--- src/rtl/fcmp_sched.sv ---
// Round-robin scheduler sharing one pipelined fcmp unit among N_REQ requesters.
// Results return through a credit-protected show-ahead response FIFO.

module fcmp_sched_chk #(
  parameter int N_REQ = 4
) (
  input logic             clk_i,
  input logic             rst_i,
  input logic             push_i,
  input logic             pop_i,
  input logic             full_i,
  input logic [N_REQ-1:0] req_ready_i
);

  // The credit rule must keep the FIFO from ever overflowing.
  a_no_overflow: assert property (@(posedge clk_i) disable iff (rst_i)
    !(push_i && full_i && !pop_i));

  // At most one requester is accepted per cycle.
  a_ready_onehot0: assert property (@(posedge clk_i) disable iff (rst_i)
    $onehot0(req_ready_i));

endmodule

module fcmp_sched #(
  parameter int N_REQ       = 4,
  parameter int CMP_LATENCY = 1,
  parameter int RESP_DEPTH  = 4,
  parameter int ID_W        = 2
) (
  input  logic                 clk_i,
  input  logic                 rst_i,
  input  logic [N_REQ-1:0]     req_valid_i,
  output logic [N_REQ-1:0]     req_ready_o,
  input  logic [N_REQ*32-1:0]  req_a_i,
  input  logic [N_REQ*32-1:0]  req_b_i,
  input  logic [N_REQ*3-1:0]   req_op_i,
  output logic [31:0]          cmp_a_o,
  output logic [31:0]          cmp_b_o,
  input  logic [31:0]          cmp_min_i,
  input  logic [31:0]          cmp_max_i,
  input  logic                 cmp_eq_i,
  input  logic                 cmp_lt_i,
  input  logic                 cmp_le_i,
  output logic                 resp_valid_o,
  input  logic                 resp_ready_i,
  output logic [ID_W-1:0]      resp_id_o,
  output logic [31:0]          resp_data_o,
  output logic                 resp_err_o
);

  // One extra tag stage covers the operand register in front of the fcmp.
  localparam int NST   = CMP_LATENCY + 1;
  localparam int PW    = (RESP_DEPTH > 1) ? $clog2(RESP_DEPTH) : 1;
  localparam int FC_W  = $clog2(RESP_DEPTH + 1);
  localparam int CNT_W = $clog2(RESP_DEPTH + NST + 1) + 1;

  localparam logic [2:0] OP_MIN = 3'd0;
  localparam logic [2:0] OP_MAX = 3'd1;
  localparam logic [2:0] OP_EQ  = 3'd2;
  localparam logic [2:0] OP_LT  = 3'd3;
  localparam logic [2:0] OP_LE  = 3'd4;

  function automatic logic [ID_W-1:0] wrap_idx(input int v);
    return (v >= N_REQ) ? ID_W'(v - N_REQ) : ID_W'(v);
  endfunction

  function automatic logic [PW-1:0] ptr_inc(input logic [PW-1:0] p);
    return (p == PW'(RESP_DEPTH - 1)) ? '0 : p + PW'(1);
  endfunction

  // Returns {err, data}.
  function automatic logic [32:0] result_f(input logic [2:0] op,
                                           input logic [31:0] mn,
                                           input logic [31:0] mx,
                                           input logic eq,
                                           input logic lt,
                                           input logic le);
    logic [32:0] r;
    case (op)
      OP_MIN:  r = {1'b0, mn};
      OP_MAX:  r = {1'b0, mx};
      OP_EQ:   r = {1'b0, 31'd0, eq};
      OP_LT:   r = {1'b0, 31'd0, lt};
      OP_LE:   r = {1'b0, 31'd0, le};
      default: r = {1'b1, 32'd0};
    endcase
    return r;
  endfunction

  logic [ID_W-1:0]  ptr_q, ptr_d;
  logic [31:0]      cmp_a_q, cmp_a_d, cmp_b_q, cmp_b_d;
  logic [NST-1:0]   tag_v_q, tag_v_d;
  logic [ID_W-1:0]  tag_id_q [NST];
  logic [ID_W-1:0]  tag_id_d [NST];
  logic [2:0]       tag_op_q [NST];
  logic [2:0]       tag_op_d [NST];
  logic [ID_W-1:0]  mem_id_q [RESP_DEPTH];
  logic [ID_W-1:0]  mem_id_d [RESP_DEPTH];
  logic [31:0]      mem_data_q [RESP_DEPTH];
  logic [31:0]      mem_data_d [RESP_DEPTH];
  logic             mem_err_q [RESP_DEPTH];
  logic             mem_err_d [RESP_DEPTH];
  logic [PW-1:0]    wr_ptr_q, wr_ptr_d, rd_ptr_q, rd_ptr_d;
  logic [FC_W-1:0]  cnt_q, cnt_d;

  logic [CNT_W-1:0] inflight_s, used_s;
  logic             can_issue_s, gnt_found_s, hit_s, hs_s;
  logic [ID_W-1:0]  gnt_idx_s, cand_s;
  logic [N_REQ-1:0] req_ready_s;
  logic             push_s, pop_s, full_s;
  logic [32:0]      res_s;

  // Credit check and round-robin search from the pointer.
  always_comb begin
    inflight_s = '0;
    for (int k = 0; k < NST; k++) begin
      inflight_s = inflight_s + CNT_W'(tag_v_q[k]);
    end
    used_s      = inflight_s + CNT_W'(cnt_q);
    can_issue_s = !rst_i && (used_s < CNT_W'(RESP_DEPTH));
    gnt_found_s = 1'b0;
    gnt_idx_s   = '0;
    cand_s      = '0;
    hit_s       = 1'b0;
    for (int i = 0; i < N_REQ; i++) begin
      cand_s      = wrap_idx(int'(ptr_q) + i);
      hit_s       = !gnt_found_s && req_valid_i[cand_s];
      gnt_idx_s   = hit_s ? cand_s : gnt_idx_s;
      gnt_found_s = gnt_found_s | hit_s;
    end
    hs_s        = can_issue_s && gnt_found_s;
    req_ready_s = hs_s ? ({{(N_REQ-1){1'b0}}, 1'b1} << gnt_idx_s) : '0;
    ptr_d       = hs_s ? wrap_idx(int'(gnt_idx_s) + 1) : ptr_q;
  end

  assign req_ready_o = req_ready_s;

  // Operand registers and tag shift pipeline.
  always_comb begin
    cmp_a_d     = hs_s ? req_a_i[32*int'(gnt_idx_s) +: 32] : cmp_a_q;
    cmp_b_d     = hs_s ? req_b_i[32*int'(gnt_idx_s) +: 32] : cmp_b_q;
    tag_v_d     = tag_v_q;
    tag_id_d    = tag_id_q;
    tag_op_d    = tag_op_q;
    tag_v_d[0]  = hs_s;
    tag_id_d[0] = gnt_idx_s;
    tag_op_d[0] = req_op_i[3*int'(gnt_idx_s) +: 3];
    for (int k = 1; k < NST; k++) begin
      tag_v_d[k]  = tag_v_q[k-1];
      tag_id_d[k] = tag_id_q[k-1];
      tag_op_d[k] = tag_op_q[k-1];
    end
  end

  // Result capture and response FIFO bookkeeping.
  always_comb begin
    push_s = tag_v_q[NST-1];
    pop_s  = (cnt_q != '0) && resp_ready_i;
    full_s = (cnt_q == FC_W'(RESP_DEPTH));
    res_s  = result_f(tag_op_q[NST-1], cmp_min_i, cmp_max_i, cmp_eq_i, cmp_lt_i, cmp_le_i);
    for (int e = 0; e < RESP_DEPTH; e++) begin
      mem_id_d[e]   = (push_s && wr_ptr_q == PW'(e)) ? tag_id_q[NST-1] : mem_id_q[e];
      mem_data_d[e] = (push_s && wr_ptr_q == PW'(e)) ? res_s[31:0]     : mem_data_q[e];
      mem_err_d[e]  = (push_s && wr_ptr_q == PW'(e)) ? res_s[32]       : mem_err_q[e];
    end
    wr_ptr_d = push_s ? ptr_inc(wr_ptr_q) : wr_ptr_q;
    rd_ptr_d = pop_s  ? ptr_inc(rd_ptr_q) : rd_ptr_q;
    cnt_d    = cnt_q + FC_W'(push_s) - FC_W'(pop_s);
  end

  // State registers.
  always_ff @(posedge clk_i or posedge rst_i) begin
    if (rst_i) begin
      ptr_q    <= '0;
      cmp_a_q  <= '0;
      cmp_b_q  <= '0;
      tag_v_q  <= '0;
      wr_ptr_q <= '0;
      rd_ptr_q <= '0;
      cnt_q    <= '0;
      for (int k = 0; k < NST; k++) begin
        tag_id_q[k] <= '0;
        tag_op_q[k] <= '0;
      end
      for (int e = 0; e < RESP_DEPTH; e++) begin
        mem_id_q[e]   <= '0;
        mem_data_q[e] <= '0;
        mem_err_q[e]  <= 1'b0;
      end
    end else begin
      ptr_q      <= ptr_d;
      cmp_a_q    <= cmp_a_d;
      cmp_b_q    <= cmp_b_d;
      tag_v_q    <= tag_v_d;
      tag_id_q   <= tag_id_d;
      tag_op_q   <= tag_op_d;
      wr_ptr_q   <= wr_ptr_d;
      rd_ptr_q   <= rd_ptr_d;
      cnt_q      <= cnt_d;
      mem_id_q   <= mem_id_d;
      mem_data_q <= mem_data_d;
      mem_err_q  <= mem_err_d;
    end
  end

  assign cmp_a_o      = cmp_a_q;
  assign cmp_b_o      = cmp_b_q;
  assign resp_valid_o = (cnt_q != '0);
  assign resp_id_o    = resp_valid_o ? mem_id_q[rd_ptr_q]   : '0;
  assign resp_data_o  = resp_valid_o ? mem_data_q[rd_ptr_q] : 32'd0;
  assign resp_err_o   = resp_valid_o ? mem_err_q[rd_ptr_q]  : 1'b0;

  fcmp_sched_chk #(.N_REQ(N_REQ)) u_chk (
    .clk_i       (clk_i),
    .rst_i       (rst_i),
    .push_i      (push_s),
    .pop_i       (pop_s),
    .full_i      (full_s),
    .req_ready_i (req_ready_s)
  );

endmodule

--- config.mk ---
export PLATFORM = sky130hd
export DESIGN_NAME = fcmp_sched
export DESIGN_NICKNAME = d
export VERILOG_FILES = /design/src/rtl/fcmp_sched.sv
export SDC_FILE = /design/constraint.sdc
export NUM_CORES = 1
export LEC_CHECK = 0
export CAP_MARGIN = 15
export CORE_AREA = 5 5 170 172
export DETAILED_ROUTE_END_ITERATION = 7
export DIE_AREA = 0 0 175 177
export DONT_BUFFER_PORTS = 1
export PLACE_DENSITY = 0.75
export SLEW_MARGIN = 20
export SYNTH_ARGS = -nofsm -noshare
export SYNTH_HDL_FRONTEND = slang
export SYNTH_SLANG_ARGS = --single-unit
--- constraint.sdc ---
create_clock -name clk_i -period 6.9 [get_ports clk_i]
set_input_delay 0.345 -clock clk_i [delete_from_list [all_inputs] [get_ports clk_i]]
set_output_delay 0.345 -clock clk_i [all_outputs]
set_load 0.05 [all_outputs]
# After elaboration in Yosys (flattened, before gate mapping)
# Index checks and enable logic that the tools add are counted.
# classes
n_addsub,15
multipliers,1
order_cmp,11
eq_ne,8
n_shift,4
mux,33
bitwise,4
reduce_logical,17
# op_table
operator,n
128-bit by 8-bit indexed part select with 32-bit output,2
33-bit case mux with 5 select lines,1
32-bit two-way mux,3
32-bit binary-select mux with 2-bit select,1
2-bit two-way mux,14
3-bit >= comparator (second input constant),5
2-bit by 3-bit < comparator with 1-bit output (second input constant),4
12-bit by 5-bit indexed part select with 3-bit output,1
1-bit binary-select mux with 2-bit select,5
1-bit logical AND,10
2-bit by 1-bit subtractor with 2-bit output (second input constant),5
1-bit two-way mux,7
2-bit by 1-bit adder with 3-bit output (second input constant),2
2-bit by 2-bit adder with 3-bit output (second input constant),2
2-bit == test (second input constant),3
3-bit by 2-bit == test with 1-bit output (second input constant),2
2-bit by 1-bit adder with 2-bit output (second input constant),2
2-bit by 3-bit adder with 4-bit output,1
2-bit binary-select mux with 2-bit select,1
1-bit zero test,4
4-bit by 3-bit < comparator with 1-bit output (second input constant),1
2-bit by 2-bit multiplier with 4-bit output (first input constant),1
4-bit two-way mux,1
1-bit by 2-bit << shifter with 4-bit output (first input constant),1
other kinds (12),14
# totals
reg_bits,225
inputBits,342
wordCells,116

# Longest topological paths before layout
# Gate-level depths: netlist of run 1.
# depth
depth_word,16
mapped_depth,10
ltp_nobuf,9

# Least setup slack after synthesis of run 1
# Ideal clock, no wire load.
# synth_timing
path_kind,register to output
startpoint,register cnt_q[1]
endpoint,output port req_ready_o[0]
arrival_ps,2012
t_required_ps,6555
setup_slack_ps,4543
path_stages_with_launch,9
cell_sequence,dfrtp_1 -> ha_1 -> or2_1 -> a21oi_1 -> o21ai_2 -> buf_6 -> inv_2 -> clkbuf_1 -> and2_1
# synth_between
elab_chain_cells,5
# synth_lines
item,line_no,rtl
start: declaration,105,"logic [FC_W-1:0] cnt_q, cnt_d;"
start signal: assignment,200,cnt_q <= cnt_d;
2-bit by 3-bit adder with 4-bit output,120,used_s = inflight_s + CNT_W'(cnt_q);
4-bit by 3-bit < comparator with 1-bit output,121,can_issue_s = !rst_i && (used_s < CNT_W'(RESP_DEPTH));
1-bit logical AND,121,
1-bit logical AND,132,hs_s = can_issue_s && gnt_found_s;
named net hs_s,108,"logic can_issue_s, gnt_found_s, hit_s, hs_s;"
4-bit two-way mux,133,"req_ready_s = hs_s ? ({{(N_REQ-1){1'b0}}, 1'b1} << gnt_idx_s) : '0;"
end: declaration,34,"output logic [N_REQ-1:0] req_ready_o,"
# The timed path passes the listed nets, and every way through them passes these cells.

# Final worst setup path of run 1
# layout_timing
startpoint,register ptr_q[1]
endpoint,output port req_ready_o[0]
# layout_between
elab_chain_cells,15
# layout_lines
item,line_no,rtl
start: declaration,91,"logic [ID_W-1:0] ptr_q, ptr_d;"
start signal: assignment,192,ptr_q <= ptr_d;
2-bit by 1-bit adder with 3-bit output (tied with other cells),127,cand_s = wrap_idx(int'(ptr_q) + i);
3-bit >= comparator (tied with other cells),65,return (v >= N_REQ) ? ID_W'(v - N_REQ) : ID_W'(v);
2-bit two-way mux or 1-bit binary-select mux with 2-bit select (tied branches),"65, 128",
1-bit binary-select mux with 2-bit select or 1-bit two-way mux (tied branches),128,hit_s = !gnt_found_s && req_valid_i[cand_s];
1-bit two-way mux (not written as such) or 1-bit zero test (tied branches),128,
1-bit logical AND,128,
1-bit bitwise OR,130,gnt_found_s = gnt_found_s | hit_s;
1-bit zero test,128,
1-bit logical AND,128,
1-bit bitwise OR,130,
1-bit zero test,128,
1-bit logical AND,128,
2-bit two-way mux (*),129,gnt_idx_s = hit_s ? cand_s : gnt_idx_s;
named net gnt_idx_s[0],109,"logic [ID_W-1:0] gnt_idx_s, cand_s;"
1-bit by 2-bit << shifter with 4-bit output (*),133,
4-bit two-way mux (*),133,
# The timed path passes the listed nets; every way through them passes the cells marked *. The select of a mux whose other input is x is not followed.

==> impl_metrics.ini, run 1 <==
[floorplanning]
core_area_um2 = 27300
num_rows = 61
die-area_um2 = 31000
ios = 446
start_util_pct = 46.2
fp.dieH_um = 177
die_w_um = 175

[clocking]
cts_buffers = 25
cts.sinks = 225
ctsResizeCount = 0
insertion_delay_ns = 0.51
clk_pin_slew_ns = 0.06
cts_tree = yes
clockBufferDepth = 3
cts_root_buf = clkbuf_16
cts_setup_buffers = 0
htree_levels = 1

[timing]
slew-limit-headroom_pct = 29.7
slew_viol_final = 0
timing.final.crit_share_pct = 54.3
rsz0062_at_grt = no
finalSetupViolCount = 0
setup_tns_ns = 0
skew_ns = 0.0103
hold_violations = 0
fin_crit_ns = 3.75
timing.fmax_ghz = 0.267
tightestPinTransition_ns = 1.05

[synth]
yosysMostFrequentCell = dfrtp_1
synth_top_area_share_pct = 44.6
ys_ff_latch = 225
syn_nets = 1426
ys_warn_count = 0
yosysTopAreaCell = dfrtp_1
yosysSeqAreaShare_pct = 44.6
ys_types = 44
avgSynthCellArea_um2 = 11.8
syn-instance-count = 1070
netlist_area_um2 = 12600
synthTopCellsByArea = dfrtp_1 (45%), mux2_2 (12%), mux2i_1 (8.4%), mux4_2 (6.2%), a2111oi_2 (5.4%)
async_flop_share_pct = 100
synth_flop_cell = dfrtp_1
synth_commonest_cells = dfrtp_1 (225), mux2_2 (134), mux2i_1 (106), nor2_1 (97), nand2_1 (83)
synth_edf_count = 0

[cells_and_area]
syn_to_final_growth_pct = 6.67
finalNonFillerCells = 1376
drive_gt1_share_pct = 27.7
fillers = 2462
fin_nets = 1370

[global_route]
grt.total_usage_pct = 22.1
grt_overflow = 0
grt_pass1_vias = 9226
grt_pass1_wl_mm = 54.5
antenna_found_initial = 4
grt_max_degree = 153

[placement]
dpl.cell_count = 1332
place_congestion = 0.884
io_buffers = 0
hpwlAfterDp_mm = 24.8

[power]
power.leakage_uw = 0.00592
total_power_uw = 7340
power_density_nw_per_um2 = 545
ir_drop_uv = 305

[critical_path]
critPathArrivalTime_ns = 3.40
slowest_stage = inv_6
cp-end-kind = output port
r2r_start = ptr_q[1]
rr_endpoint = cmp_a_o[10]
reg2reg_depth = 8
cpPeakStageDelay_ns = 0.65
path_max_fanout = 80
critPathBufInv = 2
reg2reg_slack_ns = 3.18
crit_chain = nand2b_1, a21oi_4, buf_4, nor3b_4, inv_6, ha_1, and2_1
critPathKind = reg2out
cp-start-kind = register
cp.required_ns = 6.55
cp_top_family = buffers and inverters

[routing]
vias_per_cell = 6.39
first_pass_iters = 8
wl_mm = 35.6
wire_per_inst_um = 25.9
vias = 8789
ant_nets = 0
drtIter0Drc = 562
drc_errors = 0

[outcome]
outcome = finished clean

[worst_hold_path]
min-delay-start = req_op_i[4]
holdPathStages = 2
hold_path_class = in2reg
hold_end = tag_op_d[1]

[flow_run]
drv_cap = 0
## power breakdown
| group | total (µW) | leakage, µW | internal [µW] | switching [µW] |
|---|---|---|---|---|
| registers | 3060 | 0.00280 | 1900 | 1160 |
| clock network | 1330 | 0.000405 | 811 | 521 |
| logic | 2950 | 0.00272 | 1130 | 1810 |
| total | 7340 | 0.00592 | 3840 | 3500 |
## what timing repair did
action	CTS	global route
hold buffers	1	0
endpoints found under the setup margin	0	0
hold endpoints to repair	4	0
## area by class of cell
cell class / instances / area [µm²] / area share (%)
multi-input cells: 736 / 6400 / 47.6
flip-flops and latches: 225 / 5630 / 41.9
clock buffers: 37 / 741 / 5.50
well taps: 346 / 433 / 3.22
repair buffers: 13 / 100 / 0.744
clock inverters: 5 / 78.8 / 0.586
inverters: 13 / 68.8 / 0.511
diodes: 1 / 2.50 / 0.0186
## cells in the final DEF (no fill, tap or decap), types with 25 or more instances in the layout
cell type	instances
mux2i_1	106
dfrtp_1	222
mux4_2	35
nor2_1	97
and2_1	39
mux2_2	134
clkbuf_16	25
nor3_1	65
a2111oi_2	45
nand2_1	79
a211oi_1	59
## per-stage QoR
| step | hold slack (ns) | setup WS [ns] | utilization, % | instance area [µm²] |
|---|---|---|---|---|
| after floorplan | 0.331 | 0.392 | - | 12600 |
| after global placement | 0.332 | 3.42 | 46.2 | 12600 |
| after detailed placement | 0.335 | 3.28 | 46.2 | 12600 |
| after CTS | 0.0207 | 3.12 | 49.2 | 13500 |
| after global routing | 0.0431 | 2.89 | 49.3 | 13500 |
| final | 0.0460 | 3.15 | 49.3 | 13500 |
## logic make-up after synthesis
logic type / count (synthesis) / synth area share (%)
and+or+nand+nor: 295 / 10.5
AOI/OAI and AO/OA: 151 / 11.8
muxes: 275 / 26.6
DFF: 225 / 44.6
adders and majority gates: 14 / 1.45
xor gates and xnor gates: 1 / 0.0694
buffers and inverters: 109 / 4.92
## worst register-to-register path: stages (launching register included)
cell	delay, ns
dfrtp_1	0.44
nand2b_1	0.21
a21oi_4	0.14
buf_4	0.57
nor3b_4	0.15
inv_6	0.65
buf_4	0.87
a2111oi_0	0.33
a211oi_1	0.27
## state kept, by name, summed over array words and instances, names as in the netlist, 3 cells and up
name	flops
tag_op_d	3
tag_op_q	3
mem_err_q	4
mem_data_q	128
mem_id_q	8
cmp_b_o	32
cnt_q	3
cmp_a_o	32
## how the worst max path moves through the flow
stage                        start             end  slack [ns]  cells past startpoint
after floorplan              rst_i      cmp_a_o[0]        0.39                      1
after global placement    ptr_q[1]     cmp_b_o[29]        3.42                      8
after detailed placement  ptr_q[1]     cmp_a_o[10]        3.28                      8
after CTS                 ptr_q[1]  req_ready_o[2]        3.12                      7
after global routing      ptr_q[1]      cmp_a_o[9]        2.89                      8
final                     ptr_q[1]  req_ready_o[0]        3.15                      7
## metal layers
metal	global-route usage, %	part of all wire (%)
met5	0	0.031
met4	8.41	4.3
met3	6.73	9.1
met2	38.1	50
met1	26.2	36
No activity file was read; power rests on OpenSTA's default activity.
==> run 2: changes to the inputs <==
--- a/config.mk
+++ b/config.mk
@@ -10,7 +10,7 @@
 export DETAILED_ROUTE_END_ITERATION = 7
 export DIE_AREA = 0 0 175 177
 export DONT_BUFFER_PORTS = 1
-export PLACE_DENSITY = 0.75
+export PLACE_DENSITY = 0.72
 export SLEW_MARGIN = 20
 export SYNTH_ARGS = -nofsm -noshare
 export SYNTH_HDL_FRONTEND = slang
==> constraint.sdc (replaced) <==
create_clock -name clk_i -period 3.75 [get_ports clk_i]
set_input_delay 0.1875 -clock clk_i [delete_from_list [all_inputs] [get_ports clk_i]]
set_output_delay 0.1875 -clock clk_i [all_outputs]
set_load 0.05 [all_outputs]
==> run 2 against run 1 <==
  * The flow now finishes with violations (negative hold slack)
  * Die area unchanged
  * Largest cell class unchanged
  * Core utilization increased by 7.1 points
  * First-iteration DRC count increased by 32%
  * Clock-buffer cell count increased by 1
  * Routed wire length increased by 9.5%
  * Combinational power increased by 120%
  * Critical path depth increased by 2
  * Worst hold slack got worse by 0.076 ns
  * Largest power group is now combinational logic
  * Non-clock buffer count increased by 190
  * Worst setup slack got worse by 3.0 ns
  * Total power increased by 98%
  * Register-to-register slack got worse by 3.0 ns
==> impl_metrics.ini, run 2 (synthesized netlist as in run 1, its figures left out) <==
[routing]
first_pass_iters = 4
vias_per_cell = 6.27
wl_met2_mm = 19.6
top_layer = met4
routed-wl-met3_mm = 3.33
wl_mm = 39.0
wire_per_inst_um = 24.9
drc_errors = 0
ant_nets = 0
drtIter0Drc = 744
drt-met1-wl_mm = 13.9
vias = 9847

[power]
p_sw_uw = 6710
comb_power_share_pct = 45.5
power_density_nw_per_um2 = 942
clkPwrFrac_pct = 16.5
seq_power_share_pct = 38.1
p_sw_share_pct = 46.3
power.leakage_uw = 0.00668
total_power_uw = 14500
ir_drop_uv = 577
power.internal_uw = 7790

[flow_run]
drv_cap = 0

[cells_and_area]
final_cell_mix = dfrtp_1 (223), dlygate4sd3_1 (188), mux2_2 (134)
syn_to_final_growth_pct = 22.0
final_common_cell = dfrtp_1
regMostFlops = mem_data_q
fin_nets = 1560
finalNonFillerCells = 1570
drive_gt1_share_pct = 23.4
final_util_pct = 56.3
fillers = 2188
largest_register_ff_count = 128
stdcell_area_um2 = 15400

[critical_path]
cp-start-kind = register
cpPeakStageDelay_ns = 0.61
path_max_fanout = 102
cp-end-kind = register
reg2reg_depth = 9
rr_endpoint = cmp_b_o[2]
r2r_start = ptr_q[1]
crit_chain = nand2b_1, a21oi_4, nor3b_4, bufinv_16, buf_4, mux2i_1, dlygate4sd3_1, a211oi_1, dlygate4sd3_1
slowest_stage = dlygate4sd3_1
critPathArrivalTime_ns = 4.07
cp_top_family = buffers and inverters
reg2reg_slack_ns = 0.14
critPathBufInv = 4
critPathKind = reg2reg
cp.required_ns = 4.21
crit_top_cell = dlygate4sd3_1

[worst_hold_path]
holdPathStages = 2
min-delay-start = req_b_i[49]
hold_end = cmp_b_o[17]
hold_path_class = in2reg

[placement]
io_buffers = 0
dpl.cell_count = 1335
hpwlAfterDp_mm = 24.1
placed_area_um2 = 12700
place_congestion = 0.854

[clocking]
clockBufferDepth = 3
cts_tree = yes
cts.sinks = 225
clk_pin_slew_ns = 0.06
insertion_delay_ns = 0.53
cts_root_buf = clkbuf_16
cts_buffers = 25
htree_levels = 1

[timing]
tightestPinTransition_ns = 1.06
slew_viol_final = 0
whs_ns = -0.0297
finalSetupViolCount = 0
rsz0062_at_grt = no
timing.final.crit_share_pct = 96.2
setup_tns_ns = 0
hold_violations = 1
skew_ns = 0.00986
fin_crit_ns = 3.61
slew-limit-headroom_pct = 29.0
timing.fmax_ghz = 0.277

[global_route]
grt_max_degree = 126
grt_overflow = 0
antenna_found_initial = 2
grt.total_usage_pct = 24.2
grt_pass1_vias = 10449
grt_pass1_wl_mm = 59.7

[floorplanning]
ios = 446
core_area_um2 = 27300
die_w_um = 175
die-area_um2 = 31000
num_rows = 61
start_util_pct = 46.2
fp.dieH_um = 177

[outcome]
violations = negative hold slack
outcome = complete, but fails checks
run 2: layout make-up:
| type | count | area, µm² | share of cell area, % |
|---|---|---|---|
| inverters | 13 | 81.3 | 0.528 |
| flip-flops and latches | 225 | 5630 | 36.6 |
| well taps | 346 | 433 | 2.81 |
| diodes | 3 | 7.51 | 0.0488 |
| clock inverters | 6 | 76.3 | 0.496 |
| clock buffers | 38 | 724 | 4.71 |
| repair buffers | 203 | 2030 | 13.2 |
| multi-input cells | 736 | 6400 | 41.6 |
run 2: layer usage:
metal	track usage (%)	up-vias
met5	0	-
met1	28.2	4953
met2	41.6	528
met3	6.45	151
met4	11.6	0
li1	-	4215
run 2: power groups by stage:
stage / sequential (µW) / clock [µW] / combinational, µW
after CTS: 5510 / 2450 / 6460
final: 5520 / 2390 / 6590
after detailed placement: 5550 / 0 / 5570
after global placement: 5500 / 0 / 5450
after floorplan: 5100 / 0 / 4870
after global routing: 5650 / 2540 / 7040
run 2: metrics by stage:
step / setup WS, ns / hold WS, ns
floorplan: 0.624 / 0.331
global placement: 0.930 / 0.125
detailed placement: 0.871 / 0.122
CTS: 0.0539 / 0.00180
global route: 0.0139 / 0.00231
finish: 0.141 / -0.0297
run 2: how the worst max path moves through the flow:
stage / start / slack [ns] / cells after the start / to
after floorplan: rst_i / 0.62 / 1 / cmp_a_o[0]
after global placement: ptr_q[1] / 0.93 / 6 / cmp_a_o[11]
after detailed placement: ptr_q[1] / 0.87 / 6 / cmp_a_o[11]
after CTS: ptr_q[1] / 0.05 / 9 / cmp_b_o[7]
after global routing: ptr_q[1] / 0.01 / 9 / cmp_b_o[2]
final: ptr_q[1] / 0.14 / 9 / cmp_b_o[2]
run 2: timing repair:
item                                   4_1_cts  5_1_grt
buffers inserted                             0        0
endpoints found under the hold margin       92        0
resized for setup                            0        4
setup endpoints to repair                    0       19
hold buffers                               188        0
